File: src/rtl/score_bcd_driver.sv
// Pong scoreboard: packed-BCD scores, win detect, winner digit flash and leading-zero blanking.
// Latency: 1 cycle from point/clear to outputs; no backpressure, pulses are always accepted in PLAY.
module score_bcd_driver #(
  parameter int WIN_SCORE = 11,
  parameter int FLASH_DIV = 25000000
) (
  input  logic       clk,
  input  logic       rst,
  input  logic       point_p1,
  input  logic       point_p2,
  input  logic       clear,
  output logic [3:0] p1_tens,
  output logic [3:0] p1_ones,
  output logic [3:0] p2_tens,
  output logic [3:0] p2_ones,
  output logic [3:0] blank,
  output logic       game_over,
  output logic       winner
);

  localparam int CNT_W = (FLASH_DIV > 1) ? $clog2(FLASH_DIV) : 1;
  localparam logic [7:0] WIN_BCD = {4'(WIN_SCORE / 10), 4'(WIN_SCORE % 10)};
  localparam logic [CNT_W-1:0] CNT_LAST = CNT_W'(FLASH_DIV - 1);

  typedef enum logic {PLAY = 1'b0, WON = 1'b1} state_t;

  state_t           state_q, state_d;
  logic [7:0]       p1_q, p1_d, p2_q, p2_d;
  logic             winner_q, winner_d;
  logic [CNT_W-1:0] cnt_q, cnt_d;
  logic             phase_q, phase_d;
  logic [7:0]       p1_inc, p2_inc;
  logic             win1, win2;
  logic             flash_blank;

  function automatic logic [7:0] bcd_inc(input logic [7:0] v);
    if (v[3:0] == 4'd9)
      return {(v[7:4] == 4'd9) ? 4'd0 : v[7:4] + 4'd1, 4'd0};
    else
      return {v[7:4], v[3:0] + 4'd1};
  endfunction

  assign p1_inc = bcd_inc(p1_q);
  assign p2_inc = bcd_inc(p2_q);
  assign win1   = point_p1 && (p1_inc == WIN_BCD);
  assign win2   = point_p2 && (p2_inc == WIN_BCD);

  always_ff @(posedge clk or posedge rst) begin
    if (rst) begin
      state_q  <= PLAY;
      p1_q     <= 8'h00;
      p2_q     <= 8'h00;
      winner_q <= 1'b0;
      cnt_q    <= '0;
      phase_q  <= 1'b1;
    end else begin
      state_q  <= state_d;
      p1_q     <= p1_d;
      p2_q     <= p2_d;
      winner_q <= winner_d;
      cnt_q    <= cnt_d;
      phase_q  <= phase_d;
    end
  end

  always_comb begin
    state_d  = state_q;
    p1_d     = p1_q;
    p2_d     = p2_q;
    winner_d = winner_q;
    cnt_d    = cnt_q;
    phase_d  = phase_q;
    if (clear) begin
      state_d  = PLAY;
      p1_d     = 8'h00;
      p2_d     = 8'h00;
      winner_d = 1'b0;
      cnt_d    = '0;
      phase_d  = 1'b1;
    end else begin
      case (state_q)
        PLAY: begin
          cnt_d   = '0;
          phase_d = 1'b1;
          if (point_p1) p1_d = p1_inc;
          if (point_p2) p2_d = p2_inc;
          // A simultaneous double win goes to player 1.
          if (win1 || win2) begin
            state_d  = WON;
            winner_d = !win1;
          end
        end
        WON: begin
          if (cnt_q == CNT_LAST) begin
            cnt_d   = '0;
            phase_d = !phase_q;
          end else begin
            cnt_d = cnt_q + 1'b1;
          end
        end
        default: state_d = PLAY;
      endcase
    end
  end

  assign flash_blank = (state_q == WON) && !phase_q;

  assign p1_tens   = p1_q[7:4];
  assign p1_ones   = p1_q[3:0];
  assign p2_tens   = p2_q[7:4];
  assign p2_ones   = p2_q[3:0];
  assign game_over = (state_q == WON);
  assign winner    = winner_q;

  assign blank[3] = (p1_q[7:4] == 4'd0) || (flash_blank && !winner_q);
  assign blank[2] = flash_blank && !winner_q;
  assign blank[1] = (p2_q[7:4] == 4'd0) || (flash_blank && winner_q);
  assign blank[0] = flash_blank && winner_q;

endmodule
File: config.mk
export PLATFORM = sky130hd
export DESIGN_NAME = score_bcd_driver
export DESIGN_NICKNAME = d
export VERILOG_FILES = /design/src/rtl/score_bcd_driver.sv
export SDC_FILE = /design/constraint.sdc
export NUM_CORES = 1
export LEC_CHECK = 0
export CAP_MARGIN = 20
export CORE_AREA = 5 5 84 86
export DETAILED_ROUTE_END_ITERATION = 6
export DIE_AREA = 0 0 89 91
export PLACE_DENSITY = 0.64
export SLEW_MARGIN = 20
export SYNTH_ARGS = -nofsm -noshare
export SYNTH_HDL_FRONTEND = slang
export SYNTH_SLANG_ARGS = --single-unit
File: constraint.sdc
create_clock -name clk -period 5.25 [get_ports clk]
set_input_delay 0.7875 -clock clk [delete_from_list [all_inputs] [get_ports clk]]
set_output_delay 0.7875 -clock clk [all_outputs]
set_load 0.02 [all_outputs]
==> impl_metrics.csv, run 1 <==
group,metric,value,unit
timing,rsz0062_at_grt,"false",
setup_path,cp_slowest_cell,"clkdlybuf4s50_1",
finish,fillers,618,
timing,fin_crit_sh,52.53,%
timing,hold_viol_final,0,
routing,ant_nets,0,
setup_path,cp-start-kind,"flip-flop",
timing,slew_headroom,34.11,%
setup_path,criticalPathCategory,"reg -> out",
yosys,synth-seq-cells,44,
yosys,yosysSeqAreaShare,45.91,%
clock_network,cts_tree,"yes",
routing,drtIter0Drc,72,
clock_network,h-tree-depth,2,
global_routing,grt_antenna_before_repair,0,
setup_path,critPathMaxStageDelay,0.64,ns
global_routing,grt_max_degree,45,
clock_network,cts_buffer_depth,2,
power,seq_power_share,54.5,%
yosys,avgSynthCellArea,9.270,um^2
place,gp_congestion,0.7799,
timing,clock_skew,0.008877,ns
worst_hold_path,min_path_cells,1,
finish,multi_input_area,1206,um^2
yosys,synth_ff_type,"dfrtp_1",
place,place.port_buffers,26,
yosys,synth_edf_count,0,
setup_path,crit_arrival,1.97,ns
routing,drcViolationCount,0,
routing,first_pass_iters,4,
finish,nNetsFinal,290,
job,maxCapViolations,0,
global_routing,grt.total_usage,13.31,%
timing,setup_viol,0,
global_routing,grt_pass1_vias,1897,
yosys,syn-cell-area,2401,um^2
yosys,synth-async-reset-ratio,100.0,%
setup_path,required,4.46,ns
worst_hold_path,min_from,"cnt_q[0]$_DFF_PP0_",
yosys,ys_warn_count,0,
power,power_frac_clock,40.3,%
routing,wirelength,4954,um
floorplan,die-width,89,um
timing,timing.final.ws_setup,2.492,ns
routing,viasPerCell,5.398,
power,pwr-share-comb,5.2,%
setup_path,rr_worst_depth,5,
worst_hold_path,hp-class,"reg -> reg",
setup_path,cp-end-kind,"output pin",
finish,drive_above_1_share,5.614,%
setup_path,crit_chain,"or3_1 > o22ai_1 > clkdlybuf4s50_1",
timing,max_freq,362.6,MHz
timing,tns,0,ns
finish,regArea,1102,um^2
floorplan,initial_core_util,38.70,%
global_routing,grt_overflow_total,0,
yosys,synth_nets,265,
finish,area_growth,17.20,%
power,ir_drop,0.1128,mV
floorplan,die_h,91,um
clock_network,ctsResizeCount,0,
floorplan,row_count,29,
setup_path,cp_max_fo,8,
setup_path,r2r-start,"cnt_q[0]$_DFF_PP0_",
floorplan,die-area,8099,um^2
power,power.density,225.9,nW/um^2
finish,diodes,0,
clock_network,cts_buffers,5,
power,p_switching,0.1397,mW
timing,min_period,2.758,ns
status,status,"finished clean",
yosys,synthCells,259,
place,hpwl,3337,um
power,leakagePower,1.034,nW
clock_network,clock_latency,0.30,ns
power,switching_share,21.98,%
yosys,yosysUniqueCellTypes,38,
worst_hold_path,hold_path_end,"cnt_q[0]$_DFF_PP0_",
floorplan,core_area,6205,um^2
timing,drv_slew,0,
setup_path,ff2ff_setup_slack,2.81,ns
routing,wl_per_cell,13.69,um
clock_network,cts.sinks,44,
timing,worst_pin_slew,0.9884,ns
routing,vias,1954,
power,p_int,0.4960,mW
clock_network,clk_pin_slew,0.09,ns
clock_network,root_buffer,"clkbuf_8",
clock_network,postCtsSetupBuffers,0,
clock_network,postCtsHoldBufs,0,
place,dp_slack,2.687,ns
floorplan,io_pins,27,
global_routing,grt_pass1_wl,8763,um
setup_path,r2r-end,"cnt_q[11]$_DFF_PP0_",
## logic make-up after synthesis
family,synth area share [%]
fa+ha+maj,0.5210
flops,45.91
simple gates,28.71
xor+xnor,7.296
compound gates,13.29
mux,0.4169
buf+inv,3.856
## flip-flops by register name, indices dropped and copies added (netlist names)
register / count
p2_q: 8
phase_q: 1
game_over: 1
cnt_q: 25
winner: 1
p1_q: 8
## per-layer routing
layer,global-route usage (%),part of all wire [%],vias to the layer above
li1,-,-,976
met1,18.23,49,945
met2,20.61,45,27
met3,3.982,4.4,6
met4,3.350,1.3,0
met5,0,0,-
## layout by cell type (no fill, tap or decap), types with 2 or more instances in the layout
cell type	netlist	routed
dfrtp_1	43	43
nor2_1	29	29
clkdlybuf4s50_1	0	26
a21oi_1	24	24
nand2_1	17	17
o21ai_0	15	15
nand3_1	12	12
xnor2_1	12	12
nor2b_1	12	12
or3_1	11	11
nor3_1	9	9
inv_1	9	8
xor2_1	8	8
or4_1	7	7
nand4_1	6	6
o31ai_1	6	6
clkbuf_8	0	5
nor4_1	3	3
and4_1	3	3
and4bb_2	2	2
nand4bb_1	2	2
a41o_1	2	2
or4_4	2	2
o22ai_1	2	2
nand3b_1	2	2
nor3b_1	2	2
## per-stage QoR
| step | instances | power [mW] | util, % | cell area [um^2] | hold WS, ns |
|---|---|---|---|---|---|
| final | 362 | 0.6357 | 45.35 | 2814 | 0.5043 |
| after global placement | 354 | 0.3868 | 43.62 | 2706 | 0.5003 |
| after CTS | 362 | 0.6477 | 45.35 | 2814 | 0.5115 |
| after global routing | 362 | 0.6620 | 45.35 | 2814 | 0.5592 |
| after detailed placement | 354 | 0.3870 | 43.62 | 2706 | 0.5005 |
| after floorplan | 259 | 0.3717 | - | 2401 | 0.4709 |
## final cells by class
cell class	instances	share of cell area, %
sequential	44	39.17
inverter	9	1.201
clock buffer	6	2.579
timing repair buffer	27	9.515
clock inverter	2	1.245
multi-input combinational	197	42.86
tap	77	3.424
## worst max path at each step
| stage | to | start | slack, ns |
|---|---|---|---|
| 2_1_floorplan | blank[1] | p2_q[5]$_DFFE_PP0P_ | 3.20 |
| 3_3_place_gp | cnt_q[9]$_DFF_PP0_ | clear | 2.72 |
| 3_5_place_dp | cnt_q[6]$_DFF_PP0_ | clear | 2.69 |
| 4_1_cts | blank[1] | p2_q[5]$_DFFE_PP0P_ | 2.45 |
| 5_1_grt | blank[3] | p1_q[5]$_DFFE_PP0P_ | 2.40 |
| 6_report | blank[1] | p2_q[5]$_DFFE_PP0P_ | 2.49 |
## cell usage after synthesis (3+ instances only)
cell | n | share of area (%)
inv_1 | 9 | 1.4
xor2_1 | 8 | 2.9
nand3_1 | 12 | 2.5
or3_1 | 11 | 2.9
nor2_1 | 29 | 4.5
clkbuf_1 | 3 | 0.47
and4_1 | 3 | 1.1
nor3_1 | 9 | 1.9
dfrtp_1 | 43 | 45
o31ai_1 | 6 | 1.9
nor2b_1 | 12 | 3.1
nor4_1 | 3 | 0.78
xnor2_1 | 12 | 4.4
nand4_1 | 6 | 1.6
o21ai_0 | 15 | 3.1
or4_1 | 7 | 2.2
a21oi_1 | 24 | 5.0
nand2_1 | 17 | 2.7
## worst max-delay path: cells and delay by family, from the launching register on
family / cells / cell delay (ns)
AO/OA/AOI/OAI: 1 / 0.17
AND/OR/NAND/NOR: 1 / 0.40
flip-flops: 1 / 0.47
buffers and inverters: 1 / 0.64
## power groups by stage
stage / logic (mW) / clock network, mW / registers [mW]
detailed placement: 0.0334 / 0 / 0.354
floorplan: 0.0155 / 0 / 0.356
finish: 0.0328 / 0.256 / 0.347
global route: 0.0367 / 0.278 / 0.348
global placement: 0.0332 / 0 / 0.354
CTS: 0.0336 / 0.267 / 0.347
Note: power is estimated with default switching activity, not from simulation.
==> run 2: changes to the inputs <==
clock period = 2.9 ns   (was 5.25 ns; I/O delays follow)
==> impl_metrics.csv, run 2 (synthesis gave the netlist of run 1 again) <==
group,metric,value,unit
status,status,"finished clean",
setup_path,critPathTopFamily,"buffers and inverters",
routing,vias,1985,
clock_network,clk_pin_slew,0.08,ns
setup_path,required,2.47,ns
place,place.port_buffers,26,
timing,rsz0062_at_grt,"false",
finish,top_regs,"cnt_q (25), p1_q (8), p2_q (8)",
timing,tns,0,ns
finish,area_growth,19.28,%
setup_path,cp_slowest_cell,"clkdlybuf4s50_1",
setup_path,cp_num_buf_inv,1,
clock_network,h-tree-depth,2,
floorplan,die-width,89,um
timing,clock_skew,0.005853,ns
setup_path,crit_chain,"or3_1 > o22ai_1 > clkdlybuf4s50_1",
timing,setup_viol,0,
finish,layout_commonest_cell,"dfrtp_1",
setup_path,cp-end-kind,"output pin",
setup_path,crit_arrival,1.95,ns
routing,first_pass_iters,5,
timing,min_period,2.382,ns
global_routing,grt.total_usage,12.88,%
timing,hold_viol_final,0,
finish,largest_reg_flops,25,
floorplan,io_pins,27,
finish,drive_above_1_share,7.241,%
finish,fin_cells,367,
finish,fin_util,46.16,%
routing,drcViolationCount,0,
global_routing,grt_pass1_wl,8590,um
timing,worst_pin_slew,0.5275,ns
power,leakagePower,1.062,nW
floorplan,initial_core_util,38.70,%
worst_hold_path,hp-class,"in -> async",
setup_path,cp_max_fo,8,
setup_path,critPathMaxStageDelay,0.62,ns
routing,ant_nets,0,
floorplan,core_area,6205,um^2
timing,max_freq,419.8,MHz
finish,diodes,0,
global_routing,grt_overflow_total,0,
finish,final_cell_mix,"dfrtp_1 (43), nor2_1 (29), clkdlybuf4s50_1 (26)",
place,hpwl,3352,um
routing,viasPerCell,5.409,
setup_path,criticalPathCategory,"reg -> out",
timing,fin_crit_sh,82.14,%
clock_network,root_buffer,"clkbuf_8",
routing,wirelength,4864,um
global_routing,grt_pass1_vias,1849,
routing,wl_per_cell,13.25,um
floorplan,row_count,29,
routing,drtIter0Drc,57,
clock_network,cts_buffer_depth,2,
job,maxCapViolations,0,
setup_path,rr_worst_depth,5,
finish,regMostFlops,"cnt_q",
floorplan,die_h,91,um
clock_network,cts_tree,"yes",
global_routing,grt_antenna_before_repair,0,
clock_network,cts_buffers,5,
finish,nNetsFinal,295,
global_routing,grt_max_degree,26,
setup_path,crit_cells,3,
clock_network,clock_latency,0.30,ns
clock_network,postCtsSetupBuffers,0,
setup_path,cp-start-kind,"flip-flop",
floorplan,die-area,8099,um^2
timing,slew_headroom,64.61,%
clock_network,ctsResizeCount,0,
clock_network,cts.sinks,44,
timing,drv_slew,0,
timing,whs,0.4168,ns
place,gp_congestion,0.7780,
power,ir_drop,0.2288,mV
power,power.density,389.2,nW/um^2
clock_network,postCtsHoldBufs,0,
place,dpl.cell_count,359,
run 2: changes by cell type in the layout (fill, tap and decap cells not counted):
cell	previous run	this run
buf_16	0	1
bufinv_16	1	0
buf_4	1	5
clkinv_2	1	0
clkbuf_8	5	7
run 2: cell type report:
| type | count | area [um^2] |
|---|---|---|
| fillers | 603 | 3341 |
| multi-input cells | 197 | 1206 |
| flip-flops and latches | 44 | 1102 |
| repair buffers | 32 | 325.3 |
| clock buffers | 8 | 100.1 |
| well taps | 77 | 96.34 |
| inverters | 9 | 33.78 |
run 2: routing by layer:
layer,track usage [%],part of all wire [%]
met1,17.97,49
met2,19.43,45
met3,4.072,5.2
met4,3.226,0.99
met5,0,0
run 2: where the power goes:
group / internal [mW] / switching, mW / leakage (nW)
clock network: 0.218 / 0.202 / 0.0515
registers: 0.618 / 0.0102 / 0.609
logic: 0.0301 / 0.0364 / 0.402
total: 0.866 / 0.249 / 1.06
run 2: worst register-to-register path: stages, from the launching register on:
cell	delay [ns]
dfrtp_1	0.42
ha_1	0.23
nand2_1	0.15
or4_4	0.62
or4_1	0.49
a21oi_1	0.16
run 2: worst paths after layout:
check | from | to | slack [ns]
worst min register to register | cnt_q[0]$_DFF_PP0_ | cnt_q[0]$_DFF_PP0_ | 0.53
min in group clk | cnt_q[0]$_DFF_PP0_ | cnt_q[0]$_DFF_PP0_ | 0.53
worst max-delay path | p1_q[5]$_DFFE_PP0P_ | blank[3] | 0.52
worst max register to register | cnt_q[0]$_DFF_PP0_ | cnt_q[24]$_DFF_PP0_ | 0.77
max in group asynchronous | rst | cnt_q[21]$_DFF_PP0_ | 1.89
worst min-delay path | rst | p1_q[6]$_DFFE_PP0P_ | 0.42
run 2: stage by stage:
stage / setup WS [ns] / total power, mW / area [um^2]
2_1_floorplan: 0.9845 / 0.6729 / 2401
3_3_place_gp: 0.8425 / 0.7032 / 2736
3_5_place_dp: 0.7910 / 0.7078 / 2764
4_1_cts: 0.4971 / 1.132 / 2864
5_1_grt: 0.4412 / 1.166 / 2864
6_report: 0.5179 / 1.115 / 2864
==> run 3: changes to the inputs <==
clock period = 2.2 ns   (was 2.9 ns; I/O delays follow)
==> impl_metrics.csv, run 3 (synthesis gave the netlist of run 1 again) <==
group,metric,value,unit
floorplan,initial_core_util,38.70,%
routing,viasPerCell,5.354,
timing,worst_pin_slew,0.4751,ns
setup_path,cp-end-kind,"flip-flop",
timing,hold_viol_final,0,
timing,fin_crit_sh,93.30,%
global_routing,grt_pass1_wl,8383,um
finish,final_cell_mix,"dfrtp_1 (43), nor2_1 (29), a21oi_1 (24), clkdlybuf4s50_1 (24), nand2_1 (17)",
finish,diodes,0,
power,ir_drop,0.2537,mV
place,dp_slack,0.1701,ns
timing,tns,0,ns
routing,wl_met3,209,um
floorplan,io_pins,27,
finish,drive_above_1_share,9.122,%
place,hpwl,3422,um
power,leakagePower,1.094,nW
setup_path,cp-start-kind,"flip-flop",
global_routing,grt.total_usage,12.69,%
floorplan,die-width,89,um
finish,area_growth,21.57,%
finish,largest_reg_flops,25,
routing,drcViolationCount,0,
clock_network,cts_buffers,5,
timing,setup_viol,0,
routing,first_pass_iters,4,
clock_network,root_buffer,"clkbuf_8",
clock_network,clk_pin_slew,0.08,ns
timing,clock_skew,0.004451,ns
finish,layout_commonest_cell,"dfrtp_1",
floorplan,row_count,29,
floorplan,die-area,8099,um^2
routing,wl_per_cell,13.27,um
finish,fin_util,47.05,%
clock_network,clock_latency,0.29,ns
clock_network,cts.sinks,44,
clock_network,cts_tree,"yes",
job,maxCapViolations,0,
timing,rsz0062_at_grt,"false",
timing,timing.final.ws_setup,0.1473,ns
timing,drv_slew,0,
finish,top_regs,"cnt_q (25), p1_q (8), p2_q (8)",
timing,slew_headroom,67.88,%
routing,dr_wl_met2,2242,um
routing,wl_met1,2430,um
finish,nNetsFinal,301,
floorplan,core_area,6205,um^2
setup_path,criticalPathCategory,"reg -> reg",
finish,regMostFlops,"cnt_q",
clock_network,postCtsHoldBufs,0,
routing,drtIter0Drc,54,
power,power.density,522.7,nW/um^2
floorplan,die_h,91,um
routing,highest_layer,"met4",
timing,max_freq,487.2,MHz
place,gp_congestion,0.7558,
routing,vias,1997,
global_routing,grt_overflow_total,0,
global_routing,grt_max_degree,45,
timing,min_period,2.053,ns
status,status,"finished clean",
power,finalPower,1.526,mW
worst_hold_path,hp-class,"in -> async",
setup_path,cp_max_fo,14,
place,place.port_buffers,26,
setup_path,required,2.42,ns
setup_path,crit_arrival,2.27,ns
clock_network,cts_buffer_depth,2,
global_routing,grt_pass1_vias,1826,
routing,wirelength,4949,um
routing,ant_nets,0,
global_routing,grt_antenna_before_repair,0,
clock_network,h-tree-depth,2,
run 3: per-layer routing:
metal | vias to the layer above | global-route usage, %
met5 | - | 0
met4 | 0 | 4.094
met3 | 7 | 2.534
met2 | 31 | 19.80
met1 | 956 | 17.61
li1 | 1003 | -
run 3: what timing repair did:
item                       in CTS  in global routing
gates resized for setup         2                  0
setup endpoints to repair       2                  0
buffers inserted                0                  0
run 3: worst paths after layout:
check                      slack, ns                   to  cells after the start                from
min reg2reg                     0.51   cnt_q[0]$_DFF_PP0_                      1  cnt_q[0]$_DFF_PP0_
max reg2reg                     0.15  cnt_q[24]$_DFF_PP0_                      5  cnt_q[0]$_DFF_PP0_
max                             0.15  cnt_q[24]$_DFF_PP0_                      5  cnt_q[0]$_DFF_PP0_
min                             0.37  p1_q[6]$_DFFE_PP0P_                      3                 rst
min in group clk                0.51   cnt_q[0]$_DFF_PP0_                      1  cnt_q[0]$_DFF_PP0_
max in group asynchronous       1.57  phase_q$_DFFE_PP1P_                      3                 rst
run 3: cell type report:
cell class / instances / area (um^2)
inverters: 9 / 33.78
clock buffers: 6 / 72.57
multi-input cells: 197 / 1206
flip-flops and latches: 44 / 1102
repair buffers: 38 / 372.9
well taps: 77 / 96.34
fillers: 589 / 3286
clock inverters: 2 / 35.03
run 3: worst max-delay path, cell delays in order (launching register included):
cell     delay [ns]
dfrtp_1        0.41
ha_1           0.23
nand2_1        0.09
or4_4          0.60
or4_1          0.49
a21oi_1        0.15
run 3: through the flow:
step | std cells | hold WS, ns | instance area, um^2
after detailed placement | 365 | 0.5092 | 2814
after global routing | 373 | 0.3951 | 2919
after CTS | 373 | 0.3763 | 2919
after floorplan | 259 | 0.4709 | 2401
after global placement | 365 | 0.4867 | 2814
final | 373 | 0.3674 | 2919
run 3: report_power, final:
group          switching, mW  internal, mW
combinational         0.0479        0.0375
clock                  0.276         0.337
sequential            0.0127         0.815
total                  0.336          1.19
